==> src/rtl/pipe_hazard_ctrl.sv <==
// Pipeline hazard controller: load-use stalls, taken-branch flushes and
// multi-cycle functional-unit sequencing with a timeout that parks in ERR.
module pipe_hazard_ctrl #(
  parameter int unsigned FU_TIMEOUT = 32
) (
  input  logic        clk_i,
  input  logic        rst_n,
  input  logic [2:0]  ID_rs_i,
  input  logic [2:0]  ID_rt_i,
  input  logic        ID_useRs_i,
  input  logic        ID_useRt_i,
  input  logic        IDEX_memRead_i,
  input  logic [2:0]  IDEX_rd_i,
  input  logic        IDEX_multiCycle_i,
  input  logic        fu_done_i,
  input  logic        branch_taken_i,
  output logic        pc_en_o,
  output logic        IFID_en_o,
  output logic        IDEX_en_o,
  output logic        IFID_flush_o,
  output logic        IDEX_flush_o,
  output logic        EXMEM_bubble_o,
  output logic        fu_start_o,
  output logic        err_o,
  output logic [1:0]  state_o,
  output logic [15:0] stall_cnt_o
);

  typedef enum logic [1:0] {
    StRun    = 2'b00,
    StFuWait = 2'b01,
    StErr    = 2'b11
  } state_e;

  // Last wait-counter value before the FU is declared hung.
  localparam logic [7:0] WaitLast = 8'(FU_TIMEOUT - 1);

  state_e      state_q, state_d;
  logic [7:0]  wait_cnt_q, wait_cnt_d;
  logic [15:0] stall_cnt_q, stall_cnt_d;
  logic        load_use;

  // Register 0 is compared like any other address.
  assign load_use = IDEX_memRead_i &
                    ((ID_useRs_i & (ID_rs_i == IDEX_rd_i)) |
                     (ID_useRt_i & (ID_rt_i == IDEX_rd_i)));

  // Next-state and pipeline-control decode; reset overrides to a frozen pipe.
  always_comb begin
    state_d        = state_q;
    wait_cnt_d     = wait_cnt_q;
    pc_en_o        = 1'b1;
    IFID_en_o      = 1'b1;
    IDEX_en_o      = 1'b1;
    IFID_flush_o   = 1'b0;
    IDEX_flush_o   = 1'b0;
    EXMEM_bubble_o = 1'b0;
    fu_start_o     = 1'b0;

    case (state_q)
      StRun: begin
        if (IDEX_multiCycle_i) begin
          fu_start_o     = 1'b1;
          pc_en_o        = 1'b0;
          IFID_en_o      = 1'b0;
          IDEX_en_o      = 1'b0;
          EXMEM_bubble_o = 1'b1;
          state_d        = StFuWait;
          wait_cnt_d     = 8'd0;
        end else if (branch_taken_i) begin
          IFID_flush_o = 1'b1;
          IDEX_flush_o = 1'b1;
        end else if (load_use) begin
          pc_en_o      = 1'b0;
          IFID_en_o    = 1'b0;
          IDEX_flush_o = 1'b1;
        end
      end
      StFuWait: begin
        if (fu_done_i) begin
          state_d = StRun;
        end else begin
          pc_en_o        = 1'b0;
          IFID_en_o      = 1'b0;
          IDEX_en_o      = 1'b0;
          EXMEM_bubble_o = 1'b1;
          if (wait_cnt_q == WaitLast) begin
            state_d = StErr;
          end else begin
            wait_cnt_d = wait_cnt_q + 8'd1;
          end
        end
      end
      default: begin
        pc_en_o        = 1'b0;
        IFID_en_o      = 1'b0;
        IDEX_en_o      = 1'b0;
        EXMEM_bubble_o = 1'b1;
      end
    endcase

    if (!rst_n) begin
      pc_en_o        = 1'b0;
      IFID_en_o      = 1'b0;
      IDEX_en_o      = 1'b0;
      IFID_flush_o   = 1'b0;
      IDEX_flush_o   = 1'b0;
      EXMEM_bubble_o = 1'b1;
      fu_start_o     = 1'b0;
    end
  end

  // Saturating count of cycles in which the PC is held.
  always_comb begin
    stall_cnt_d = stall_cnt_q;
    if (!pc_en_o && (stall_cnt_q != 16'hFFFF)) begin
      stall_cnt_d = stall_cnt_q + 16'd1;
    end
  end

  // State, wait counter and stall counter registers.
  always_ff @(posedge clk_i or negedge rst_n) begin
    if (!rst_n) begin
      state_q     <= StRun;
      wait_cnt_q  <= 8'd0;
      stall_cnt_q <= 16'd0;
    end else begin
      state_q     <= state_d;
      wait_cnt_q  <= wait_cnt_d;
      stall_cnt_q <= stall_cnt_d;
    end
  end

  assign state_o     = state_q;
  assign err_o       = (state_q == StErr);
  assign stall_cnt_o = stall_cnt_q;

endmodule

==> config.mk <==
export PLATFORM = sky130hd
export DESIGN_NAME = pipe_hazard_ctrl
export DESIGN_NICKNAME = d
export VERILOG_FILES = /design/src/rtl/pipe_hazard_ctrl.sv
export SDC_FILE = /design/constraint.sdc
export NUM_CORES = 1
export LEC_CHECK = 0
export BUFFER_PORTS_ARGS = -buffer_cell sky130_fd_sc_hd__buf_2
export CAP_MARGIN = 0
export CORE_MARGIN = 2
export CORE_UTILIZATION = 35
export CTS_BUF_LIST = sky130_fd_sc_hd__clkbuf_8
export DETAILED_ROUTE_END_ITERATION = 12
export RECOVER_POWER = 50
export SLEW_MARGIN = 20
export SYNTH_ARGS = -nofsm -noshare
export SYNTH_HDL_FRONTEND = slang
export SYNTH_SLANG_ARGS = --single-unit
==> constraint.sdc <==
create_clock -name clk_i -period 1.65 [get_ports clk_i]
set_input_delay 0.33 -clock clk_i [delete_from_list [all_inputs] [get_ports clk_i]]
set_output_delay 0.33 -clock clk_i [all_outputs]
set_load 0.05 [all_outputs]
==> flow_metrics.env, run 1 <==
export IMPL_outcome="complete, but fails checks"
export IMPL_violations="setup timing"
export IMPL_clk_pin_slew_ns=0.10
export IMPL_grt_max_degree=25
export IMPL_rsz0062_at_grt="yes"
export IMPL_hp_class="input pin to flop"
export IMPL_filler_cell_count=359
export IMPL_gr_total_overflow=0
export IMPL_max_slew_margin_pct=59.35
export IMPL_cts_tree="built"
export IMPL_root_buffer="clkbuf_8"
export IMPL_antenna_found_initial=0
export IMPL_cts_buffer_depth=2
export IMPL_place_congestion=0.8465
export IMPL_ir_worst_vdd_v=0.0003307
export IMPL_cts_sinks=26
export IMPL_clk_latency_ns=0.27
export IMPL_ff_latch_area_um2=658.1
export IMPL_synth_area_mm2=0.001494
export IMPL_synth_top_cell_area_share_pct=43.55
export IMPL_critPathLaunchType="flop"
export IMPL_dp_slack_ns=-0.1387
export IMPL_grt_use_total_pct=16.32
export IMPL_synthTopCellsByArea="dfrtp_1, xor2_1, xnor2_1, nand2_1, nand3_1"
export IMPL_p_leak_nw=1.136
export IMPL_grt_pass1_wl_um=6492
export IMPL_wl_per_cell_um=12.91
export IMPL_worstMarginPinSlew_ns=0.6097
export IMPL_htreeDepth=1
export IMPL_crit_chain="and3b_2, nor3b_2, a21boi_4, nor2_4, buf_6"
export IMPL_synth_flop_cell="dfrtp_1"
export IMPL_core_mm2=0.004058
export IMPL_finalSetupViolCount=29
export IMPL_timing_fmax_mhz=530.5
export IMPL_instances_no_fill=288
export IMPL_num_rows=23
export IMPL_synth_top_area_cell="dfrtp_1"
export IMPL_antenna_cells=0
export IMPL_avgSynthCellArea_um2=10.03
export IMPL_synth_edf_count=0
export IMPL_required_ns=1.32
export IMPL_synth_seq_cells=26
export IMPL_max_stage_delay_ns=0.45
export IMPL_synth_nets=168
export IMPL_synth_common_cells="dfrtp_1, nand2_1, nor2_1, xor2_1, xnor2_1"
export IMPL_dp_hpwl_um=2781
export IMPL_dieArea_mm2=0.004807
export IMPL_fin_setup_tns_ns=-3.215
export IMPL_ys_seq_area_share_pct=43.55
export IMPL_drt_initial_drc_count=45
export IMPL_cp_max_fo=6
export IMPL_io_pins=43
export IMPL_initial_utilization_pct=36.82
export IMPL_timing_final_ws_setup_ns=-0.2349
export IMPL_dieWidth_um=69.33
export IMPL_yosysMostFrequentCell="dfrtp_1"
export IMPL_ys_types=38
export IMPL_vias=1410
export IMPL_ys_warn_count=0
export IMPL_period_needed_ns=1.885
export IMPL_dr_pass1_iters=4
export IMPL_wl_um=3718
export IMPL_multi_input_area_um2=977.2
export IMPL_powerDensity_mw_per_mm2=496.1
export IMPL_hold_slack_ns=0.3954
export IMPL_drive_above_1_share_pct=57.14
export IMPL_syn_inst=149
export IMPL_cp_slowest_cell="dfrtp_2"
export IMPL_via_per_inst=4.896
export IMPL_clock_skew_ns=0.003998
export IMPL_final_antenna_net_count=0
export IMPL_numPortBuffers=42
export IMPL_grt_pass1_vias=1481
export IMPL_numCtsBuffers=3
export IMPL_finalPower_mw=1.191
export IMPL_fin_crit_sh_pct=114.2
export IMPL_drv_cap=0
export IMPL_die_h_um=69.33
export IMPL_hold_viol=0
export IMPL_cp_end_kind="output port"
export IMPL_place_inst=270
export IMPL_nets=258
export IMPL_critical_path_class="flop to output port"
export IMPL_async_flop_share_pct=100.0
export IMPL_drcViolationCount=0
export IMPL_finalMaxSlewViolations=0
export IMPL_worstPathArrival_ns=1.55
export IMPL_area_growth_pct=60.64
critical path, delay by kind of cell, from the launching register on:
| kind | cells | cell delay (ns) |
|---|---|---|
| DFF | 1 | 0.45 |
| buffers and inverters | 1 | 0.15 |
| and+or+nand+nor | 3 | 0.45 |
| AOI/OAI and AO/OA | 1 | 0.23 |
repair_timing:
action / CTS / global route
pin swaps: 5 / 8
hold buffers: 1 / 0
buffers inserted: 7 / 4
resized for setup: 34 / 12
setup endpoints to repair: 31 / 31
endpoints found under the hold margin: 2 / 0
cloned: 2 / 0
area by class of cell:
| class | instances | share of cell area [%] |
|---|---|---|
| Clock buffer | 4 | 2.294 |
| Multi-Input combinational cell | 118 | 40.72 |
| Sequential cell | 26 | 27.42 |
| Timing Repair Buffer | 86 | 26.23 |
| Inverter | 4 | 0.7299 |
| Tap cell | 50 | 2.607 |
kinds of logic after synthesis:
group	Yosys count	synth area share [%]
AO/OA/AOI/OAI	12	6.115
XOR/XNOR	24	14.07
flip-flops	26	43.55
buffers and inverters	7	3.015
multiplexers	2	1.758
AND/OR/NAND/NOR	76	29.82
adder cells (fa/ha/maj)	2	1.675
metrics by stage:
stage                     utilization [%]  cell area [um2]
final                               59.14             2400
after global routing                59.14             2400
after CTS                           57.42             2330
after detailed placement            51.19             2077
after global placement              51.19             2077
after floorplan                         -             1594
layout by cell type, fill, tap and decap left out, types with 9 or more instances in the layout:
cell type,count
xnor2_1,10
nor2_4,10
nand3_1,9
dfrtp_1,20
xor2_1,13
buf_4,34
nand2_1,17
buf_2,34
buf_6,10
layer usage:
metal	global-route usage [%]	vias to the layer above	share of wire (%)
li1	-	690	-
met1	19.21	684	41
met2	31.20	34	55
met3	2.326	2	3.9
met4	3.268	0	0.27
met5	0	-	0
registers in the layout, summed over array words and instances (netlist names):
signal and cells:
stall_cnt_o 16, wait_cnt_q 8, state_o 2
path summary, 6_finish.rpt:
kind | slack, ns | endpoint | startpoint | cells past startpoint
max | -0.23 | pc_en_o | state_o[0] | 5
min | 0.40 | state_o[0] | IDEX_multiCycle_i | 3
max reg2reg | -0.17 | stall_cnt_o[15] | state_o[0] | 7
min reg2reg | 0.50 | stall_cnt_o[6] | stall_cnt_o[6] | 1
max in group asynchronous | 0.77 | stall_cnt_o[2] | rst_n | 3
min in group asynchronous | 0.45 | wait_cnt_q[7] | rst_n | 3
report_power, final:
part	switching (mW)	internal [mW]	total, mW	leakage (nW)
clock network	0.208	0.213	0.421	0.0288
registers	0.00926	0.647	0.656	0.325
logic	0.0575	0.0558	0.113	0.782
total	0.275	0.916	1.19	1.14
No activity file was read; power rests on OpenSTA's default activity.
==> inputs of run 2 (changes only) <==
--- a/config.mk
+++ b/config.mk
@@ -7,7 +7,6 @@
 export LEC_CHECK = 0
 export BUFFER_PORTS_ARGS = -buffer_cell sky130_fd_sc_hd__buf_2
 export CAP_MARGIN = 0
-export CORE_MARGIN = 2
 export CORE_UTILIZATION = 35
 export CTS_BUF_LIST = sky130_fd_sc_hd__clkbuf_8
 export DETAILED_ROUTE_END_ITERATION = 12
==> flow_metrics.env, run 2 (synthesis gave the netlist of run 1 again) <==
export IMPL_outcome="complete, but fails checks"
export IMPL_violations="setup timing"
export IMPL_grt_pass1_vias=1355
export IMPL_htreeDepth=1
export IMPL_cp_end_kind="output port"
export IMPL_timing_final_ws_setup_ns=-0.1852
export IMPL_p_seq_share_pct=50.4
export IMPL_antenna_found_initial=0
export IMPL_drcViolationCount=0
export IMPL_max_slew_margin_pct=77.35
export IMPL_cts_sinks=26
export IMPL_wl_um=3764
export IMPL_p_leak_nw=1.092
export IMPL_final_antenna_net_count=0
export IMPL_dr_pass1_iters=6
export IMPL_dp_hpwl_um=2871
export IMPL_finalPower_mw=1.301
export IMPL_top_layer="met4"
export IMPL_numPortBuffers=42
export IMPL_cp_max_fo=5
export IMPL_die_h_um=67.33
export IMPL_mostFrequentLayoutCells="buf_2, buf_4, dfrtp_1, nand2_1, xor2_1"
export IMPL_crit_chain="and3b_1, nor3b_2, a21boi_4, nor2_4, buf_6"
export IMPL_grt_pass1_wl_um=6196
export IMPL_clk_pin_slew_ns=0.10
export IMPL_dieWidth_um=67.33
export IMPL_swShare_pct=21.57
export IMPL_period_needed_ns=1.835
export IMPL_nets=247
export IMPL_finalMaxSlewViolations=0
export IMPL_wl_met2_um=2110
export IMPL_largest_register_ffs=16
export IMPL_filler_cell_count=366
export IMPL_area_growth_pct=52.26
export IMPL_place_area_mm2=0.002039
export IMPL_hold_slack_ns=0.1715
export IMPL_place_inst=265
export IMPL_rsz0062_at_grt="yes"
export IMPL_num_rows=23
export IMPL_fin_setup_tns_ns=-2.958
export IMPL_vias=1361
export IMPL_cts_buffer_depth=2
export IMPL_max_stage_delay_ns=0.45
export IMPL_dieArea_mm2=0.004533
export IMPL_powerDensity_mw_per_mm2=572.1
export IMPL_finalSetupViolCount=27
export IMPL_via_per_inst=4.913
export IMPL_gr_total_overflow=0
export IMPL_pwr_share_clk_pct=41.4
export IMPL_power_internal_mw=1.021
export IMPL_io_pins=43
export IMPL_required_ns=1.32
export IMPL_place_congestion=0.8602
export IMPL_core_mm2=0.004058
export IMPL_root_buffer="clkbuf_8"
export IMPL_cts_tree="built"
export IMPL_grt_max_degree=26
export IMPL_wl_met3_um=116
export IMPL_initial_utilization_pct=36.82
export IMPL_fin_crit_sh_pct=111.2
export IMPL_clock_skew_ns=0.002365
export IMPL_power_switching_uw=280.7
export IMPL_path_buf_inv=1
export IMPL_ir_worst_vdd_v=0.0004363
export IMPL_worstPathArrival_ns=1.51
export IMPL_hold_viol=0
export IMPL_wl_per_cell_um=13.59
export IMPL_combPwrFrac_pct=8.2
export IMPL_worstMarginPinSlew_ns=0.3388
export IMPL_final_common_cell="buf_2"
export IMPL_grt_use_total_pct=18.27
export IMPL_numCtsBuffers=3
export IMPL_cp_top_family="flip-flops"
export IMPL_met1Wirelength_um=1504
export IMPL_cp_slowest_cell="dfrtp_2"
export IMPL_clk_latency_ns=0.27
export IMPL_hp_class="input pin to async pin"
export IMPL_critPathLaunchType="flop"
export IMPL_fin_area_mm2=0.002275
export IMPL_dp_slack_ns=-0.1616
export IMPL_final_util_pct=56.06
export IMPL_drt_initial_drc_count=15
export IMPL_critical_path_class="flop to output port"
export IMPL_antenna_cells=0
export IMPL_timing_fmax_mhz=544.9
export IMPL_drive_above_1_share_pct=52.42
export IMPL_instances_no_fill=277
export IMPL_drv_cap=0
## run 2: cell types whose count changed in the layout (fill, tap and decap cells not counted), moves of 2 or more
cell,previous run,this run
buf_6,10,6
a21oi_2,2,0
nand2_1,17,15
buf_4,34,30
clkbuf_1,1,3
nand2_2,0,2
a21oi_1,2,4
o21ai_1,1,4
nor3_2,5,1
nor3_1,2,5
o21ai_0,3,0
## run 2: worst register-to-register path, stage by stage, from the launching register on
cell	delay, ns
dfrtp_2	0.45
and3b_1	0.25
nor3b_2	0.05
a21boi_4	0.14
buf_4	0.14
o21ai_4	0.27
buf_12	0.21
nor3_4	0.04
xor2_1	0.16
## run 2: path summary, 6_finish.rpt
check / startpoint / endpoint / slack (ns) / depth (start not counted)
max: state_o[0] / pc_en_o / -0.19 / 5
min in group clk_i: IDEX_multiCycle_i / state_o[0] / 0.37 / 3
min: rst_n / stall_cnt_o[13] / 0.17 / 2
max reg2reg: state_o[1] / stall_cnt_o[6] / -0.17 / 8
max in group asynchronous: rst_n / stall_cnt_o[2] / 1.22 / 2
min reg2reg: stall_cnt_o[3] / stall_cnt_o[3] / 0.51 / 1
## run 2: power groups by stage
| stage | combinational [mW] | sequential, mW | clock (mW) |
|---|---|---|---|
| after floorplan | 0.0405 | 0.668 | 0 |
| after global placement | 0.0985 | 0.667 | 0 |
| after detailed placement | 0.105 | 0.667 | 0 |
| after CTS | 0.108 | 0.656 | 0.549 |
| after global routing | 0.119 | 0.658 | 0.585 |
| final | 0.106 | 0.656 | 0.539 |
## run 2: cell type report
| class | count | area (um2) | area share [%] |
|---|---|---|---|
| clock buffers | 3 | 41.29 | 1.815 |
| inverters | 4 | 15.01 | 0.6601 |
| clock inverters | 1 | 30.03 | 1.320 |
| repair buffers | 76 | 524.3 | 23.05 |
| multi-input cells | 117 | 943.4 | 41.47 |
| flip-flops and latches | 26 | 658.1 | 28.93 |
| well taps | 50 | 62.56 | 2.750 |
## run 2: routing by layer
metal | vias to the layer above | global-route usage (%)
li1 | 665 | -
met1 | 661 | 20.31
met2 | 31 | 34.63
met3 | 4 | 3.885
met4 | 0 | 4.787
met5 | - | 0
## run 2: timing repair
| action | CTS | global route |
|---|---|---|
| gates cloned | 1 | 0 |
| setup buffers | 5 | 2 |
| hold buffers | 0 | 0 |
| endpoints found under the setup margin | 30 | 30 |
| gates resized for setup | 25 | 11 |
| pin swaps | 11 | 10 |
